### src/rtl/xdma_pkg.sv
// Shared xDMA types: requester indices, request descriptor and write-arbiter state encoding.
package xdma_pkg;

    localparam int unsigned XdmaWrArbNumReq = 3;
    localparam int unsigned XdmaReqIdxW     = 3;

    typedef logic [XdmaReqIdxW-1:0] xdma_req_idx_t;

    typedef enum logic [XdmaReqIdxW-1:0] {
        ToRemoteData   = 3'd0,
        ToRemoteCfg    = 3'd1,
        ToRemoteFinish = 3'd2
    } xdma_requester_e;

    typedef struct packed {
        logic [7:0]  dma_id;
        logic [1:0]  dma_type;
        logic [31:0] remote_addr;
        logic [15:0] dma_length;
        logic        ready_to_transfer;
    } xdma_req_desc_t;

    typedef enum logic [1:0] {
        WR_ARB_IDLE,
        WR_ARB_LAUNCH,
        WR_ARB_WAIT_DONE
    } xdma_wr_arb_state_e;

endpackage

### src/rtl/xdma_rr_pick.sv
// Combinational round-robin picker: first eligible index at or after ptr_i, wrapping at NumReq-1.
module xdma_rr_pick #(
    parameter  int unsigned NumReq = 3,
    localparam int unsigned IdxW   = (NumReq > 1) ? $clog2(NumReq) : 1
) (
    input  logic [NumReq-1:0] eligible_i,
    input  logic [IdxW-1:0]   ptr_i,
    output logic [IdxW-1:0]   grant_idx_o,
    output logic              any_valid_o
);

    // Scan from the farthest offset down so the closest eligible index is written last.
    always_comb begin
        grant_idx_o = '0;
        any_valid_o = |eligible_i;
        for (int unsigned off = NumReq; off > 0; off--) begin
            int unsigned     cand;
            logic [IdxW-1:0] cand_idx;
            cand = 32'(ptr_i) + off - 1;
            if (cand >= NumReq) cand = cand - NumReq;
            cand_idx = IdxW'(cand);
            if (eligible_i[cand_idx]) grant_idx_o = cand_idx;
        end
    end

endmodule

### src/rtl/xdma_write_req_arbiter.sv
// Round-robin arbiter sharing the xDMA write-request reshaper; grant is locked until the W channel reports done.
// Optional watchdog in WAIT_DONE (adds timeout_o) is enabled by defining XDMA_WR_ARB_TIMEOUT_EN.
module xdma_write_req_arbiter
    import xdma_pkg::*;
#(
    parameter  int unsigned NumReq        = XdmaWrArbNumReq,
`ifdef XDMA_WR_ARB_TIMEOUT_EN
    parameter  int unsigned TimeoutCycles = 4096,
`endif
    localparam int unsigned IdxW          = (NumReq > 1) ? $clog2(NumReq) : 1
) (
    input  logic                             clk_i,
    input  logic                             rst_i,
    input  xdma_req_desc_t [NumReq-1:0]      req_desc_i,
    input  logic [NumReq-1:0]                req_valid_i,
    output logic [NumReq-1:0]                req_ready_o,
    output logic [NumReq-1:0]                req_done_o,
    output xdma_req_desc_t                   write_req_desc_o,
    output xdma_req_idx_t                    write_req_idx_o,
    output logic                             write_req_desc_valid_o,
    input  logic                             write_req_done_i,
    output logic                             busy_o
`ifdef XDMA_WR_ARB_TIMEOUT_EN
    ,
    output logic                             timeout_o
`endif
);

    xdma_wr_arb_state_e state_q, state_d;

    logic [NumReq-1:0] eligible;
    logic [IdxW-1:0]   ptr_q;
    logic [IdxW-1:0]   grant_idx;
    logic              any_elig;
    logic              accept;
    logic              done_hit;

    xdma_req_desc_t    desc_q;
    xdma_req_idx_t     idx_q;
    logic [NumReq-1:0] done_q;

    always_comb begin
        eligible = '0;
        for (int unsigned i = 0; i < NumReq; i++) begin
            eligible[i] = req_valid_i[i] && req_desc_i[i].ready_to_transfer
                          && (req_desc_i[i].dma_length != '0);
        end
    end

    xdma_rr_pick #(
        .NumReq (NumReq)
    ) u_rr_pick (
        .eligible_i  (eligible),
        .ptr_i       (ptr_q),
        .grant_idx_o (grant_idx),
        .any_valid_o (any_elig)
    );

    assign accept   = (state_q == WR_ARB_IDLE) && any_elig && !rst_i;
    assign done_hit = (state_q == WR_ARB_WAIT_DONE) && write_req_done_i;

`ifdef XDMA_WR_ARB_TIMEOUT_EN
    localparam int unsigned CntW = $clog2(TimeoutCycles + 1);

    logic [CntW-1:0] cnt_q;
    logic            timeout_q;
    logic            timeout_hit;

    // Counter holds k during the (k+1)-th WAIT_DONE cycle, so the pulse lands TimeoutCycles cycles after entry.
    assign timeout_hit = (state_q == WR_ARB_WAIT_DONE) && !write_req_done_i
                         && (cnt_q == CntW'(TimeoutCycles - 1));

    always_ff @(posedge clk_i) begin
        if (rst_i) begin
            cnt_q     <= '0;
            timeout_q <= 1'b0;
        end else begin
            timeout_q <= timeout_hit;
            if (state_q == WR_ARB_LAUNCH) begin
                cnt_q <= '0;
            end else if (state_q == WR_ARB_WAIT_DONE) begin
                cnt_q <= cnt_q + CntW'(1);
            end
        end
    end

    assign timeout_o = timeout_q;
`endif

    always_ff @(posedge clk_i) begin
        if (rst_i) begin
            state_q <= WR_ARB_IDLE;
        end else begin
            state_q <= state_d;
        end
    end

    always_comb begin
        state_d = state_q;
        unique case (state_q)
            WR_ARB_IDLE:      if (any_elig) state_d = WR_ARB_LAUNCH;
            WR_ARB_LAUNCH:    state_d = WR_ARB_WAIT_DONE;
            WR_ARB_WAIT_DONE: begin
                if (write_req_done_i) state_d = WR_ARB_IDLE;
`ifdef XDMA_WR_ARB_TIMEOUT_EN
                else if (timeout_hit) state_d = WR_ARB_IDLE;
`endif
            end
            default:          state_d = WR_ARB_IDLE;
        endcase
    end

    always_comb begin
        req_ready_o = '0;
        for (int unsigned i = 0; i < NumReq; i++) begin
            req_ready_o[i] = accept && (grant_idx == IdxW'(i));
        end
        write_req_desc_valid_o = (state_q == WR_ARB_LAUNCH);
        busy_o                 = (state_q != WR_ARB_IDLE);
    end

    always_ff @(posedge clk_i) begin
        if (rst_i) begin
            ptr_q  <= '0;
            desc_q <= '0;
            idx_q  <= '0;
            done_q <= '0;
        end else begin
            done_q <= '0;
            if (accept) begin
                desc_q <= req_desc_i[grant_idx];
                idx_q  <= XdmaReqIdxW'(grant_idx);
                ptr_q  <= (grant_idx == IdxW'(NumReq - 1)) ? '0 : grant_idx + IdxW'(1);
            end
            if (done_hit) begin
                for (int unsigned i = 0; i < NumReq; i++) begin
                    done_q[i] <= (idx_q == XdmaReqIdxW'(i));
                end
            end
        end
    end

    assign write_req_desc_o = desc_q;
    assign write_req_idx_o  = idx_q;
    assign req_done_o       = done_q;

endmodule
### config.mk
export PLATFORM = sky130hd
export DESIGN_NAME = xdma_write_req_arbiter
export DESIGN_NICKNAME = d
export VERILOG_FILES = /design/src/rtl/xdma_pkg.sv /design/src/rtl/xdma_rr_pick.sv /design/src/rtl/xdma_write_req_arbiter.sv
export SDC_FILE = /design/constraint.sdc
export NUM_CORES = 1
export LEC_CHECK = 0
export ABC_AREA = 1
export BUFFER_PORTS_ARGS = -buffer_cell sky130_fd_sc_hd__buf_2
export CORE_ASPECT_RATIO = 0.7
export CORE_MARGIN = 3
export CORE_UTILIZATION = 48
export CTS_BUF_LIST = sky130_fd_sc_hd__clkbuf_4
export CTS_CLUSTER_DIAMETER = 50
export CTS_CLUSTER_SIZE = 8
export DETAILED_ROUTE_END_ITERATION = 7
export PLACE_DENSITY = 0.84
export SLEW_MARGIN = 10
export SYNTH_ARGS = -nofsm -noshare
export SYNTH_HDL_FRONTEND = slang
export SYNTH_SLANG_ARGS = --single-unit
### constraint.sdc
create_clock -name clk_i -period 3.36 [get_ports clk_i]
set_input_delay 0.672 -clock clk_i [delete_from_list [all_inputs] [get_ports clk_i]]
set_output_delay 0.672 -clock clk_i [all_outputs]
set_load 0.02 [all_outputs]
==> results.py <==
metrics = {
    "status": {
        "result_of_the_run": "finished clean",
    },
    "finish": {
        "area_delta_synth_final_pct": 27.0,
        "insertedDiodeCount": 0,
        "fraction_of_final_layout_cells_with_drive_strength_greater_than_1": 0.318,
        "final_nets": 1239,
        "final_common_cell": "sky130_fd_sc_hd__buf_2",
        "fillCellCount": 944,
        "layout_common_cells": "sky130_fd_sc_hd__buf_2, sky130_fd_sc_hd__nand3_1, sky130_fd_sc_hd__inv_1",
    },
    "critical_path": {
        "worst-r2r-setup-slack_ps": 940,
        "worstSetupEndpoint": "req_ready_o[2]",
        "timing.setup.critical_path_class": "register to primary output",
        "crit_path_start_kind": "register",
        "critical_path.cell_chain": "inv_1 -> ha_1 -> inv_1 -> nand3_1 -> nand2_1 -> nand2_1 -> nand2_1 -> o21ai_4 -> nand2_2 -> buf_4 -> nor2_1 -> buf_2",
        "cpMostUsedCell": "sky130_fd_sc_hd__nand2_1",
        "cp_max_fo": 18,
        "worst_setup_path_end_kind": "primary output",
        "reg2reg_to": "write_req_desc_o[15]",
        "worst-r2r-cell-count": 13,
        "critPathMaxStageDelay_ps": 380,
        "cp_data_arrival_time_ps": 2270,
        "worst_r2r_startpoint": "ptr_q[0]",
        "worst-endpoint-required_ps": 2690,
        "crit_slowest_cell": "sky130_fd_sc_hd__dfxtp_1",
        "worst_setup_path_startpoint": "ptr_q[0]",
    },
    "detailed_routing": {
        "met2_wirelength_um": 7680,
        "drc_errors": 0,
        "detail_route.vias_per_cell": 5.15,
        "drt_first_iter_violations": 400,
        "detail-route-antenna-nets": 0,
        "postRouteWirelength_um": 16500,
        "firstDrtPassIters": 6,
        "met3WireLength_um": 1740,
        "routed_wire_length_per_instance_um": 13.9,
        "route.layer.met1.wl_um": 6820,
        "highest-signal-layer": "met5",
        "vias": 6105,
    },
    "pwr": {
        "p_per_area_nw_per_um2": 448,
        "vdd.ir_drop.worst_v": 0.000213,
        "power.static_leakage_nw": 4.01,
    },
    "placement": {
        "routabilityCongestion": 0.928,
        "detailedPlace.worstSlack_ps": 552,
        "place.port_buffers": 251,
        "hpwl_um": 11800,
    },
    "cts": {
        "max-clock-path-buffers": 2,
        "worst_skew_pair.late_latency_ps": 420,
        "cts_htree_levels": 3,
        "clock_tree_from_tritoncts": "done",
        "post_cts_hold_buffer_count": 0,
        "master_cell_of_the_clock_root_buffer": "sky130_fd_sc_hd__clkbuf_4",
        "cts_inserted_buffers": 9,
        "post-cts-setup-buffer-count": 0,
        "clk_transition_reported_paths_ps": 120,
        "clock-sinks": 68,
        "ctsResizeCount": 0,
    },
    "sta": {
        "post-route-worst-setup-slack_ps": 422,
        "time_the_worst_path_needs_with_i_o_delays_and_setup_ps": 2940,
        "setup_tns_ps": 0,
        "timing.clock.skew_ps": 18.1,
        "maxClockFrequency_ghz": 0.340,
        "period_share": 0.874,
        "worst_pin_slew_ps": 725,
        "drv_slew": 0,
        "maxSlewHeadroom": 0.517,
        "grt_setup_unrepaired": "no",
        "setup_violations": 0,
        "timing_hold_violations_final": 0,
    },
    "die": {
        "area_of_the_die_um2": 11900,
        "io_pins": 253,
        "die_h_um": 92.0,
        "floorplan.rows": 30,
        "initial_utilization": 0.508,
        "floorplan.die.width_um": 129,
        "core_area_um2": 9980,
    },
    "synth": {
        "post_synthesis_cell_area_um2": 5070,
        "postSynthRegisterBits": 68,
        "synth-warning-count": 0,
        "synth.yosys.seq_area_share": 0.268,
        "syn_nets": 1025,
        "synthesis.area_per_instance_um2": 6.04,
        "syn_inst": 840,
        "count_of_distinct_cell_types_in_the_synthesized_netlist": 24,
    },
    "global_route": {
        "grt_antenna_before_repair": 1,
        "globalRouteTotalUtil": 0.269,
        "globalRoute.totalOverflow": 0,
        "maximum_number_of_pins_on_one_net_before_global_route_repair": 64,
        "grt_pass1_vias": 5480,
        "grt_pass1_wl_um": 26000,
    },
    "job": {
        "max_cap_viol_count": 0,
    },
    "hold_path": {
        "path_class_of_the_lowest_slack_min_delay_path": "primary input to register",
    },
}
[Yosys cell counts (all sizes together)]
cell    number  area, um^2
nor2        39         146
o21a         1        7.51
clkbuf      30         113
nand2      105         424
buf         32         219
inv        191         717
nor3         2        10.0
nand4        1        6.26
nand3      243        1330
conb         1        3.75
dfxtp       68        1360
a21oi      121         681
or2          1        6.26
ha           2        25.0
o21ai        3        22.5
[registers in the layout, summed over array words and instances (netlist names)]
name              flops
state_q               2
ptr_q                 2
write_req_idx_o       2
write_req_desc_o     59
req_done_o            3
[where the power goes]
part	leakage [nW]	internal [mW]	switching (mW)	total [mW]
logic	3.36	0.444	0.836	1.28
registers	0.567	0.938	0.0652	1.00
clock network	0.0820	0.299	0.306	0.605
[critical path, delay by kind of cell, from the launching register on]
kind / cells / cell delay (ps)
buffers and inverters: 4 / 580
AND/OR/NAND/NOR: 6 / 470
flip-flops: 1 / 380
adder cells (fa/ha/maj): 1 / 360
AO/OA/AOI/OAI: 1 / 70
[final cells by class]
class,instances,area [um^2],area share
Tap cell,128,160,0.0249
Clock inverter,6,90.1,0.0140
Multi-Input combinational cell,519,2670,0.415
Sequential cell,68,1360,0.211
Timing Repair Buffer,265,1370,0.213
Inverter,191,718,0.111
Clock buffer,9,67.6,0.0105
[stage by stage]
step / hold slack (ps) / util / instances / instance area [um^2] / total power, mW
floorplan: 456 / - / 840 / 5070 / 1.90
global placement: 467 / 0.629 / 1171 / 6280 / 2.27
detailed placement: 465 / 0.629 / 1171 / 6280 / 2.29
CTS: 433 / 0.645 / 1186 / 6440 / 2.90
global route: 425 / 0.645 / 1186 / 6440 / 3.09
finish: 455 / 0.645 / 1186 / 6440 / 2.89
[per-layer routing]
layer | up-vias | GRT usage
met5 | - | 0
li1 | 3080 | -
met1 | 2652 | 0.350
met2 | 343 | 0.441
met4 | 2 | 0.0673
met3 | 28 | 0.0739
[cells by family (layout without fill, tap and decap cells)]
group	after synthesis	in the layout	synth area share
AO/OA/AOI/OAI	125	125	0.140
buffers and inverters	253	471	0.207
flip-flops	68	68	0.268
other	1	1	0.000739
adder cells (fa/ha/maj)	2	2	0.00493
AND/OR/NAND/NOR	391	391	0.379
[worst min-delay path by stage]
stage / from / end / cells past startpoint / slack, ps
floorplan: ptr_q[1] / ptr_q[1] / 2 / 460
global placement: write_req_idx_o[0] / req_done_o[0] / 1 / 470
detailed placement: write_req_idx_o[0] / req_done_o[0] / 1 / 460
CTS: rst_i / ptr_q[1] / 2 / 430
global route: rst_i / ptr_q[1] / 2 / 430
finish: rst_i / ptr_q[1] / 2 / 460
(Power assumes the default switching activity.)
